[src/rtl/vector_line_gen.sv]
// vector_line_gen
//   Buffers line segments in a small FIFO and walks each one with a Bresenham
//   stepper. It emits one beam point per DAC update period as a paced stream
//   for the vector DAC driver.
// Ports
//   clock, reset_n    system clock; synchronous active-low reset
//   flush             synchronous clear: empties the FIFO and aborts the segment
//   seg_valid/ready   segment input handshake
//   seg_x0..seg_i     segment endpoints (12-bit unsigned), colour, intensity
//   seg_blank         1 = blanked beam move, 0 = drawn
//   dac_x..dac_i      point data to the DAC driver
//   dac_latch         one-cycle strobe per point, fans out to every dac_*_latch
//   blank_out         to the DAC driver's blank_in
//   busy              FIFO non-empty or stepper active
//   dbg_state         current FSM state (0 IDLE, 1 LOAD, 2 STEP, 3 SETTLE)
// Handshake: a segment transfers in any cycle where seg_valid && seg_ready is
// sampled high at the clock edge and flush is low. seg_ready depends only on
// FIFO occupancy, never on seg_valid, so the producer may hold seg_valid and
// its data until it sees the transfer.
module vector_line_gen #(
  parameter int FIFO_DEPTH   = 8,
  parameter int UPDATE_DIV   = 37,
  parameter int SETTLE_TICKS = 2
) (
  input  logic        clock,
  input  logic        reset_n,
  input  logic        flush,
  input  logic        seg_valid,
  output logic        seg_ready,
  input  logic [11:0] seg_x0,
  input  logic [11:0] seg_y0,
  input  logic [11:0] seg_x1,
  input  logic [11:0] seg_y1,
  input  logic [11:0] seg_r,
  input  logic [11:0] seg_g,
  input  logic [11:0] seg_b,
  input  logic [11:0] seg_i,
  input  logic        seg_blank,
  output logic [11:0] dac_x,
  output logic [11:0] dac_y,
  output logic [11:0] dac_r,
  output logic [11:0] dac_g,
  output logic [11:0] dac_b,
  output logic [11:0] dac_i,
  output logic        dac_latch,
  output logic        blank_out,
  output logic        busy,
  output logic [1:0]  dbg_state
);

  localparam int AW    = $clog2(FIFO_DEPTH);
  localparam int CW    = $clog2(UPDATE_DIV);
  localparam int SEG_W = 97;

  typedef enum logic [1:0] {S_IDLE = 2'd0, S_LOAD = 2'd1, S_STEP = 2'd2, S_SETTLE = 2'd3} state_t;

  // Update-period pacing: free-running, only reset_n restarts the phase.
  logic [CW-1:0] cnt_q;
  logic          tick;
  assign tick = (cnt_q == CW'(UPDATE_DIV - 1));

  always_ff @(posedge clock) begin
    if (!reset_n) cnt_q <= '0;
    else          cnt_q <= tick ? '0 : cnt_q + CW'(1);
  end

  // Segment FIFO. Entry layout: {blank, i, b, g, r, y1, x1, y0, x0}.
  logic [SEG_W-1:0] mem_q [FIFO_DEPTH];
  logic [AW-1:0]    wr_ptr_q, rd_ptr_q;
  logic [AW:0]      count_q, count_d;
  logic             empty, full, wr_en, rd_en;
  state_t           state_q, state_d;

  assign empty     = (count_q == '0);
  assign full      = (count_q == (AW+1)'(FIFO_DEPTH));
  assign seg_ready = !full;
  assign wr_en     = seg_valid && !full && !flush;
  assign rd_en     = (state_q == S_IDLE) && !empty && !flush;
  assign count_d   = flush ? '0 : count_q + (AW+1)'(wr_en) - (AW+1)'(rd_en);

  always_ff @(posedge clock) begin
    if (wr_en) mem_q[wr_ptr_q] <= {seg_blank, seg_i, seg_b, seg_g, seg_r, seg_y1, seg_x1, seg_y0, seg_x0};
  end

  always_ff @(posedge clock) begin
    if (!reset_n || flush) begin
      wr_ptr_q <= '0;
      rd_ptr_q <= '0;
      count_q  <= '0;
    end else begin
      if (wr_en) wr_ptr_q <= wr_ptr_q + AW'(1);
      if (rd_en) rd_ptr_q <= rd_ptr_q + AW'(1);
      count_q <= count_d;
    end
  end

  // Working segment and stepper state
  logic [SEG_W-1:0]  seg_q, seg_d;
  logic [11:0]       cur_x_q, cur_x_d, cur_y_q, cur_y_d;
  logic [11:0]       dx_q, dx_d, dy_q, dy_d;
  logic              sx_neg_q, sx_neg_d, sy_neg_q, sy_neg_d;
  logic signed [13:0] err_q, err_d;
  logic [3:0]        settle_q, settle_d;
  logic [11:0]       dac_x_q, dac_x_d, dac_y_q, dac_y_d, dac_r_q, dac_r_d;
  logic [11:0]       dac_g_q, dac_g_d, dac_b_q, dac_b_d, dac_i_q, dac_i_d;
  logic              latch_q, latch_d, blank_q, blank_d;

  logic [11:0] w_x0, w_y0, w_x1, w_y1, w_r, w_g, w_b, w_i;
  logic        w_blank;
  assign {w_blank, w_i, w_b, w_g, w_r, w_y1, w_x1, w_y0, w_x0} = seg_q;

  // Bresenham error terms; e2 = 2*err fits 14 bits signed for 12-bit spans.
  logic signed [13:0] dx_s, dy_s, e2;
  assign dx_s = {2'b00, dx_q};
  assign dy_s = {2'b00, dy_q};
  assign e2   = {err_q[12:0], 1'b0};

  always_comb begin
    state_d  = state_q;
    seg_d    = seg_q;
    cur_x_d  = cur_x_q;
    cur_y_d  = cur_y_q;
    dx_d     = dx_q;
    dy_d     = dy_q;
    sx_neg_d = sx_neg_q;
    sy_neg_d = sy_neg_q;
    err_d    = err_q;
    settle_d = settle_q;
    dac_x_d  = dac_x_q;
    dac_y_d  = dac_y_q;
    dac_r_d  = dac_r_q;
    dac_g_d  = dac_g_q;
    dac_b_d  = dac_b_q;
    dac_i_d  = dac_i_q;
    latch_d  = 1'b0;
    blank_d  = blank_q;
    if (flush) begin
      state_d = S_IDLE;
      blank_d = 1'b1;
    end else begin
      case (state_q)
        S_IDLE: begin
          blank_d = 1'b1;
          if (rd_en) begin
            seg_d   = mem_q[rd_ptr_q];
            state_d = S_LOAD;
          end
        end
        S_LOAD: begin
          sx_neg_d = (w_x1 < w_x0);
          sy_neg_d = (w_y1 < w_y0);
          dx_d     = sx_neg_d ? w_x0 - w_x1 : w_x1 - w_x0;
          dy_d     = sy_neg_d ? w_y0 - w_y1 : w_y1 - w_y0;
          err_d    = $signed({2'b00, dx_d}) - $signed({2'b00, dy_d});
          cur_x_d  = w_x0;
          cur_y_d  = w_y0;
          state_d  = S_STEP;
        end
        S_STEP: begin
          if (tick) begin
            latch_d = 1'b1;
            dac_x_d = cur_x_q;
            dac_y_d = cur_y_q;
            dac_r_d = w_r;
            dac_g_d = w_g;
            dac_b_d = w_b;
            dac_i_d = w_i;
            blank_d = w_blank;
            if (cur_x_q == w_x1 && cur_y_q == w_y1) begin
              settle_d = '0;
              state_d  = (SETTLE_TICKS == 0) ? S_IDLE : S_SETTLE;
            end else begin
              // Both axis updates may apply in one step (diagonal move).
              err_d = err_q;
              if (e2 >= -dy_s) begin
                err_d   = err_d - dy_s;
                cur_x_d = sx_neg_q ? cur_x_q - 12'd1 : cur_x_q + 12'd1;
              end
              if (e2 <= dx_s) begin
                err_d   = err_d + dx_s;
                cur_y_d = sy_neg_q ? cur_y_q - 12'd1 : cur_y_q + 12'd1;
              end
            end
          end
        end
        S_SETTLE: begin
          if (tick) begin
            if (settle_q == 4'(SETTLE_TICKS - 1)) begin
              state_d = S_IDLE;
              blank_d = 1'b1;
            end else begin
              settle_d = settle_q + 4'd1;
            end
          end
        end
        default: state_d = S_IDLE;
      endcase
    end
  end

  always_ff @(posedge clock) begin
    if (!reset_n) begin
      state_q  <= S_IDLE;
      seg_q    <= '0;
      cur_x_q  <= '0;
      cur_y_q  <= '0;
      dx_q     <= '0;
      dy_q     <= '0;
      sx_neg_q <= 1'b0;
      sy_neg_q <= 1'b0;
      err_q    <= '0;
      settle_q <= '0;
      dac_x_q  <= 12'h800;
      dac_y_q  <= 12'h800;
      dac_r_q  <= '0;
      dac_g_q  <= '0;
      dac_b_q  <= '0;
      dac_i_q  <= '0;
      latch_q  <= 1'b0;
      blank_q  <= 1'b1;
    end else begin
      state_q  <= state_d;
      seg_q    <= seg_d;
      cur_x_q  <= cur_x_d;
      cur_y_q  <= cur_y_d;
      dx_q     <= dx_d;
      dy_q     <= dy_d;
      sx_neg_q <= sx_neg_d;
      sy_neg_q <= sy_neg_d;
      err_q    <= err_d;
      settle_q <= settle_d;
      dac_x_q  <= dac_x_d;
      dac_y_q  <= dac_y_d;
      dac_r_q  <= dac_r_d;
      dac_g_q  <= dac_g_d;
      dac_b_q  <= dac_b_d;
      dac_i_q  <= dac_i_d;
      latch_q  <= latch_d;
      blank_q  <= blank_d;
    end
  end

  assign dac_x     = dac_x_q;
  assign dac_y     = dac_y_q;
  assign dac_r     = dac_r_q;
  assign dac_g     = dac_g_q;
  assign dac_b     = dac_b_q;
  assign dac_i     = dac_i_q;
  assign dac_latch = latch_q;
  assign blank_out = blank_q;
  assign busy      = !empty || (state_q != S_IDLE);
  assign dbg_state = state_q;

endmodule

[config.mk]
export PLATFORM = sky130hd
export DESIGN_NAME = vector_line_gen
export DESIGN_NICKNAME = d
export VERILOG_FILES = /design/src/rtl/vector_line_gen.sv
export SDC_FILE = /design/constraint.sdc
export NUM_CORES = 2
export LEC_CHECK = 0
export CORE_UTILIZATION = 45
export CTS_CLUSTER_SIZE = 28
export DETAILED_ROUTE_END_ITERATION = 10
export PLACE_DENSITY_LB_ADDON = 0.12
export SLEW_MARGIN = 20
export SYNTH_ARGS = -nofsm -noshare
export SYNTH_HDL_FRONTEND = slang
export SYNTH_SLANG_ARGS = --single-unit
[constraint.sdc]
create_clock -name clock -period 10 [get_ports clock]
set_clock_uncertainty 0.1 [all_clocks]
set_input_delay 2 -clock clock [delete_from_list [all_inputs] [get_ports clock]]
set_output_delay 2 -clock clock [all_outputs]
set_load 0.01 [all_outputs]
# --- Word level (Yosys, flattened, before mapping) ---
# Memories as Yosys holds them, arrays and structs flattened. A register that Yosys moved wholly into a read port is not among the register bits.
# Index checks and enable logic that the tools add are counted.
word_totals:
  elab_cells: 134
  regBits: 160
  input_bits: 101
  ram_bits: 776
  n_memories: 1
op_classes:
  bitwise: 3
  n_eq_ne: 17
  n_lt_le_gt_ge: 4
  add_sub_neg: 18
  mux: 39
  reduce_logical: 31
mem_list:
  columns: ["memory", "depth", "word_bits", "rd", "rd_ports_with_merged_regs", "write_ports", "line", "text"]
  rows:
  - ["mem_q", 8, 97, 1, 1, 1, "68", "logic [SEG_W-1:0] mem_q [FIFO_DEPTH];"]
op_table:
  columns: ["operator", "n"]
  rows:
  - ["12-bit 2-to-1 mux", 10]
  - ["14-bit 2-to-1 mux", 8]
  - ["12-bit one-hot mux with 2 select lines", 2]
  - ["12-bit subtractor", 4]
  - ["14-bit one-hot mux with 2 select lines", 1]
  - ["12-bit by 1-bit adder with 12-bit output, second input constant", 2]
  - ["12-bit == test", 2]
  - ["12-bit less-than comparator", 2]
  - ["12-bit by 1-bit subtractor with 12-bit output, second input constant", 2]
  - ["2-bit != test, second input constant", 9]
  - ["4-bit 2-to-1 mux", 4]
  - ["5-bit AND reduction", 3]
  - ["14-bit by 13-bit adder with 14-bit output", 1]
  - ["14-bit greater-or-equal comparator", 1]
  - ["14-bit by 13-bit <= comparator with 1-bit output", 1]
  - ["12-bit negation with 14-bit output", 1]
  - ["14-bit by 13-bit subtractor with 14-bit output", 1]
  - ["12-bit by 12-bit subtractor with 13-bit output", 1]
  - ["2-bit 2-to-1 mux", 5]
  - ["2-bit one-hot mux with 4 select lines", 1]
  - ["4-bit one-hot mux with 2 select lines", 1]
  - ["4-bit AND reduction", 2]
  - ["3-bit by 1-bit adder with 3-bit output, second input constant", 2]
  - ["6-bit by 1-bit adder with 6-bit output, second input constant", 1]
  - ["23 further kinds", 45]

# --- Longest topological paths before layout ---
logic_depth:
  depth_word: 12
  mapped_depth: 26

# --- Worst setup path before layout ---
# OpenSTA, ideal clock, no wires.
synth_path:
  path_type: "input port to flip-flop"
  from: "input port flush"
  to: "memory mem_q[0][0], enable pin"
  path_stages: 3
  setup_ps: 672
  arrival_time_ps: 9170
  setup_slack_ps: 59
  path_cell_list: "clkbuf_1 or3_1 nor3_1"
synth_via:
  elab_chain_len: 4
synth_rtl:
  columns: ["element", "line", "text"]
  rows:
  - ["from (decl)", "27", "input logic flush,"]
  - ["1-bit zero test", "77", "assign wr_en = seg_valid && !full && !flush;"]
  - ["1-bit logical AND", "77", null]
  - ["1-bit 2-to-1 mux", "82", "if (wr_en) mem_q[wr_ptr_q] <= {seg_blank, seg_i, seg_b, seg_g, seg_r, seg_y1, seg_x1, seg_y0, seg_x0};"]
  - ["1-bit 2-to-1 mux (implied by the code)", "82", null]
  - ["to (decl)", "68", null]
# Every way passes these cells.

# --- Worst setup path in the final report ---
layout_path:
  from: "register dy_q[3]"
  to: "register err_q[11]"
layout_via:
  elab_chain_len: 12
layout_rtl:
  columns: ["element", "line", "text"]
  rows:
  - ["from (decl)", "100", "logic [11:0] dx_q, dx_d, dy_q, dy_d;"]
  - ["from (signal assigned)", "227", "dy_q <= dy_d;"]
  - ["12-bit negation with 14-bit output", "175", "if (e2 >= -dy_s) begin"]
  - ["14-bit greater-or-equal comparator", "175", null]
  - ["14-bit 2-to-1 mux (*)", "175", null]
  - ["14-bit 2-to-1 mux (*)", "169", "if (cur_x_q == w_x1 && cur_y_q == w_y1) begin"]
  - ["14-bit 2-to-1 mux (*)", "160", "if (tick) begin"]
  - ["14-bit 2-to-1 mux (*)", "141", "case (state_q)"]
  - ["14-bit 2-to-1 mux (*)", "137", "if (flush) begin"]
  - ["14-bit by 13-bit adder with 14-bit output", "180", "err_d = err_d + dx_s;"]
  - ["14-bit 2-to-1 mux (*)", "179", "if (e2 <= dx_s) begin"]
  - ["14-bit 2-to-1 mux (*)", "169", null]
  - ["14-bit 2-to-1 mux (*)", "160", null]
  - ["14-bit one-hot mux with 2 select lines (*)", "141", null]
  - ["to (signal assigned)", "230", "err_q <= err_d;"]
  - ["to (decl)", "102", "logic signed [13:0] err_q, err_d;"]
# Mark *: on every way between the ends. The rest lies on a longest branch, timed or not. The select of a mux whose other input is x is not followed.
# A chain may end at the register's enable or synchronous reset.

==> metrics.md <==
| Metric | Value |
|---|---|
| Outcome | finished with violations |
| Failing checks | design-rule violations |
| Mapped Area | about 44000 µm² |
| Initial Util | between 40% and 50% |
| Via Count | between 20000 and 30000 |
| Synth Instances | approximately 3000 |
| Sequential-to-total area share from yosys stat | roughly 65% |
| Reg power frac | 35.1% |
| Switching Fraction | between 30% and 40% |
| All-Layer GR Usage | around 21% |
| Clock share of power | 27.7% |
| Total negative slack | 0 ns |
| Worst-Skew Late Latency | about 0.7 ns |
| Commonest cells after routing, fill and taps aside | edfxtp_1, dfxtp_1, nor2_1 |
| Hold_buf cts | 0 |
| Internal Dissipation | about 9.3 mW |
| RSZ-0062 raised after global routing | false |
| Fillers | approximately 8000 |
| Worst path arrival time | about 5.7 ns |
| Layout cells sized above 1 | 12.8% |
| Nets | 3435 |
| Fin util | between 50% and 60% |
| CTS buffer count | roughly 110 |
| Async set-reset flop share out of synthesis | 0% |
| Drt wl/cell | 23.3 µm |
| Post CTS Setup Buffer Count | 0 |
| CP Launch Type | register |
| Total congestion overflow | 0 |
| Yosys warning total | 0 |
| Fin cells | approximately 4500 |
| Post-synth EDFFs | about 780 |
| H-tree depth | 3 |
| Worst Tran Pin Value | 1.08 ns |
| R2R cell count | 23 |
| Cell variety after synth | 70 |
| Endpoints failing setup | 0 |
| Drt pass-1 iters | 10 |
| R2r setup slk | 4.69 ns |
| Post-Synth Adder-Cell Area | ~4.5% |
| Compound-Gate Fraction of Synth Area | approximately 7.5% |
| Tcrit/Tclk final | between 50% and 60% |
| Max Clock Freq | between 0.15 and 0.2 GHz |
| First-pass GRT wire length | between 150000 and 200000 µm |
| Crit. End Element | register |
| Core footprint | just under 100000 µm² |
| Post_cts resized | 0 |
| Routability Congestion | between 0.8 and 0.9 |
| Min-Delay Path Class | reg2reg |
| DP Wirelength | between 60000 and 70000 µm |
| Vias per cell | approximately 5.6 |
| Hold Crit Depth | 2 |
| Max clock buf depth | 3 |
| Slew HR | between 20% and 30% |
| Final hold viol count | 0 |
| Max Cap Viol | 0 |
| IO Count | around 180 |
| Simple-Gate Fraction of Synth Area | under 10% |
| P&R area growth vs syn | 15.1% |
| Clk slew on worst S/H paths | around 0.06 ns |
| Die height | about 310 µm |
| Clk sinks | ~1000 |
| Sw power | ~4.8 mW |
| Post-Synth XOR/XNOR Area | 1.97% |
| DR DRC count | 16 |
| CTS tree | built |
| Initial antenna violation count | 14 |
| Top_reg_cell synth | edfxtp_1 |
| Post-layout min period | about 5.3 ns |
| Comb power frac | a little under two fifths |
| Vias in the first global route | ~26000 |
| Largest family of logic cells by synthesized area | multiplexers |
| IO Port Bufs | around 180 |
| WS Path Type | reg2reg |
| Slew Limit Fails | 0 |
| Worst-path fanout max | 20 |
| Commonest non-fill, non-tap cell in the layout | edfxtp_1 |
| Leakage | approximately 16 nW |
| Worst EP required | about 10 ns |
| Peak supply drop | roughly 0.25 mV |
| Drt first-iter violations | 1666 |
| Post-DRT Antenna Nets | 0 |
| Dpl cells | 4349 |
| Synthesized flop and latch total | 1032 |
| Row Count | between 100 and 150 |
| Post-synthesis mux area share | a little over an eighth |
| Pwr dens | ~280 nW/µm² |
| Syn Nets | around 3300 |
| Routed WL | 106000 µm |
| Root Buffer | clkbuf_16 |
| DIE WIDTH | around 310 µm |
| Die area | 99100 µm² |
| Average cell area after synthesis | 14.6 µm² |
| Largest net degree at the start of global routing | 169 |
[cell usage after synthesis (9+ instances only)]
cell	number	area share, %
a31oi_1	9	0.13
nand4_1	16	0.23
mux2_2	10	0.26
xor2_1	29	0.58
nor2_1	233	2.0
o21bai_1	9	0.15
a211oi_1	122	2.1
nand2_1	225	1.9
nand2b_1	14	0.20
edfxtp_1	776	53
xnor2_1	70	1.4
buf_1	25	0.21
mux4_2	194	9.9
nor2b_1	23	0.33
nand3_1	29	0.33
ha_1	143	4.1
dfxtp_1	256	12
o21a_1	28	0.48
o21ai_0	84	0.95
mux2i_1	136	3.1
a21oi_1	168	1.9
fa_1	10	0.45
inv_1	109	0.93
or3_1	12	0.17
clkbuf_1	120	1.0
nor3_1	35	0.40
[metal layers]
| layer | GRT usage, % | share of wire (%) | wire length, µm |
|---|---|---|---|
| met4 | 5.58 | 2.0 | 2080 |
| met2 | 37.8 | 51 | 54000 |
| met3 | 3.14 | 3.9 | 4090 |
| met1 | 27.7 | 43 | 45600 |
| met5 | 0 | 0.080 | 85 |
[worst paths after layout]
check / startpoint / to
setup / recovery: dy_q[3] / err_q[11]
hold / removal: dac_i[8] / dac_i[8]
setup reg to reg: dy_q[3] / err_q[11]
hold reg to reg: dac_i[8] / dac_i[8]
[layout make-up]
type	count	area, µm²	area share [%]
clock inverter	53	548	1.08
multi-input combinational	1715	14700	29.0
antenna	1	2.50	0.00494
tap	1276	1600	3.15
inverter	110	418	0.824
clock buffer	145	2890	5.71
sequential	1032	28400	56.1
timing repair buffer	216	2080	4.10
[state kept, by name, summed over array words and instances, names as in the netlist, 12 cells and up]
register and flops:
cur_x_q 12, cur_y_q 12, dac_b 12, dac_g 12, dac_i 12, dac_r 12, dac_x 12, dac_y 12
dx_q 12, dy_q 12, err_q 13, mem_q 776, seg_q 97
[critical path, stage by stage, from the launching register on]
cell,delay (ns)
dfxtp_1,0.32
inv_1,0.18
nand4_1,0.15
nor2_1,0.19
nand3_1,0.20
o41ai_1,0.26
o21ai_0,0.14
ha_1,0.29
o21ai_0,0.09
nand3_1,0.08
o21ai_0,0.10
a31oi_2,0.15
buf_4,0.30
mux2i_1,0.34
inv_1,0.08
ha_1,0.29
a211oi_1,0.39
o21ai_0,0.16
o311a_1,0.16
a211oi_1,0.50
a21oi_1,0.17
xnor2_1,0.19
a2bb2oi_1,0.21
a31oi_1,0.10
[stage by stage]
stage	total power [mW]	instance area (µm²)	hold WS (ns)	worst slack, ns
after detailed placement	10.3	47200	0.347	4.14
after floorplan	8.94	44000	0.330	0.0586
after CTS	14.2	50700	0.356	4.67
after global routing	14.9	50700	0.367	4.16
after global placement	10.2	47200	0.340	4.16
final	14.1	50700	0.352	4.69
[power groups by stage]
stage	Sequential (mW)	Clock [mW]	Combinational (mW)
after global placement	5.05	0	5.11
after global routing	4.99	4.15	5.73
after CTS	4.97	3.99	5.23
after floorplan	4.97	0	3.96
after detailed placement	5.06	0	5.20
final	4.96	3.91	5.25
[logic make-up after synthesis]
family                     after synthesis
xor gates and xnor gates                99
and+or+nand+nor                        611
AOI/OAI and AO/OA                      511
buffers and inverters                  260
adders and majority gates              153
muxes                                  341
DFF                                   1032
No activity file was read; power rests on OpenSTA's default activity.
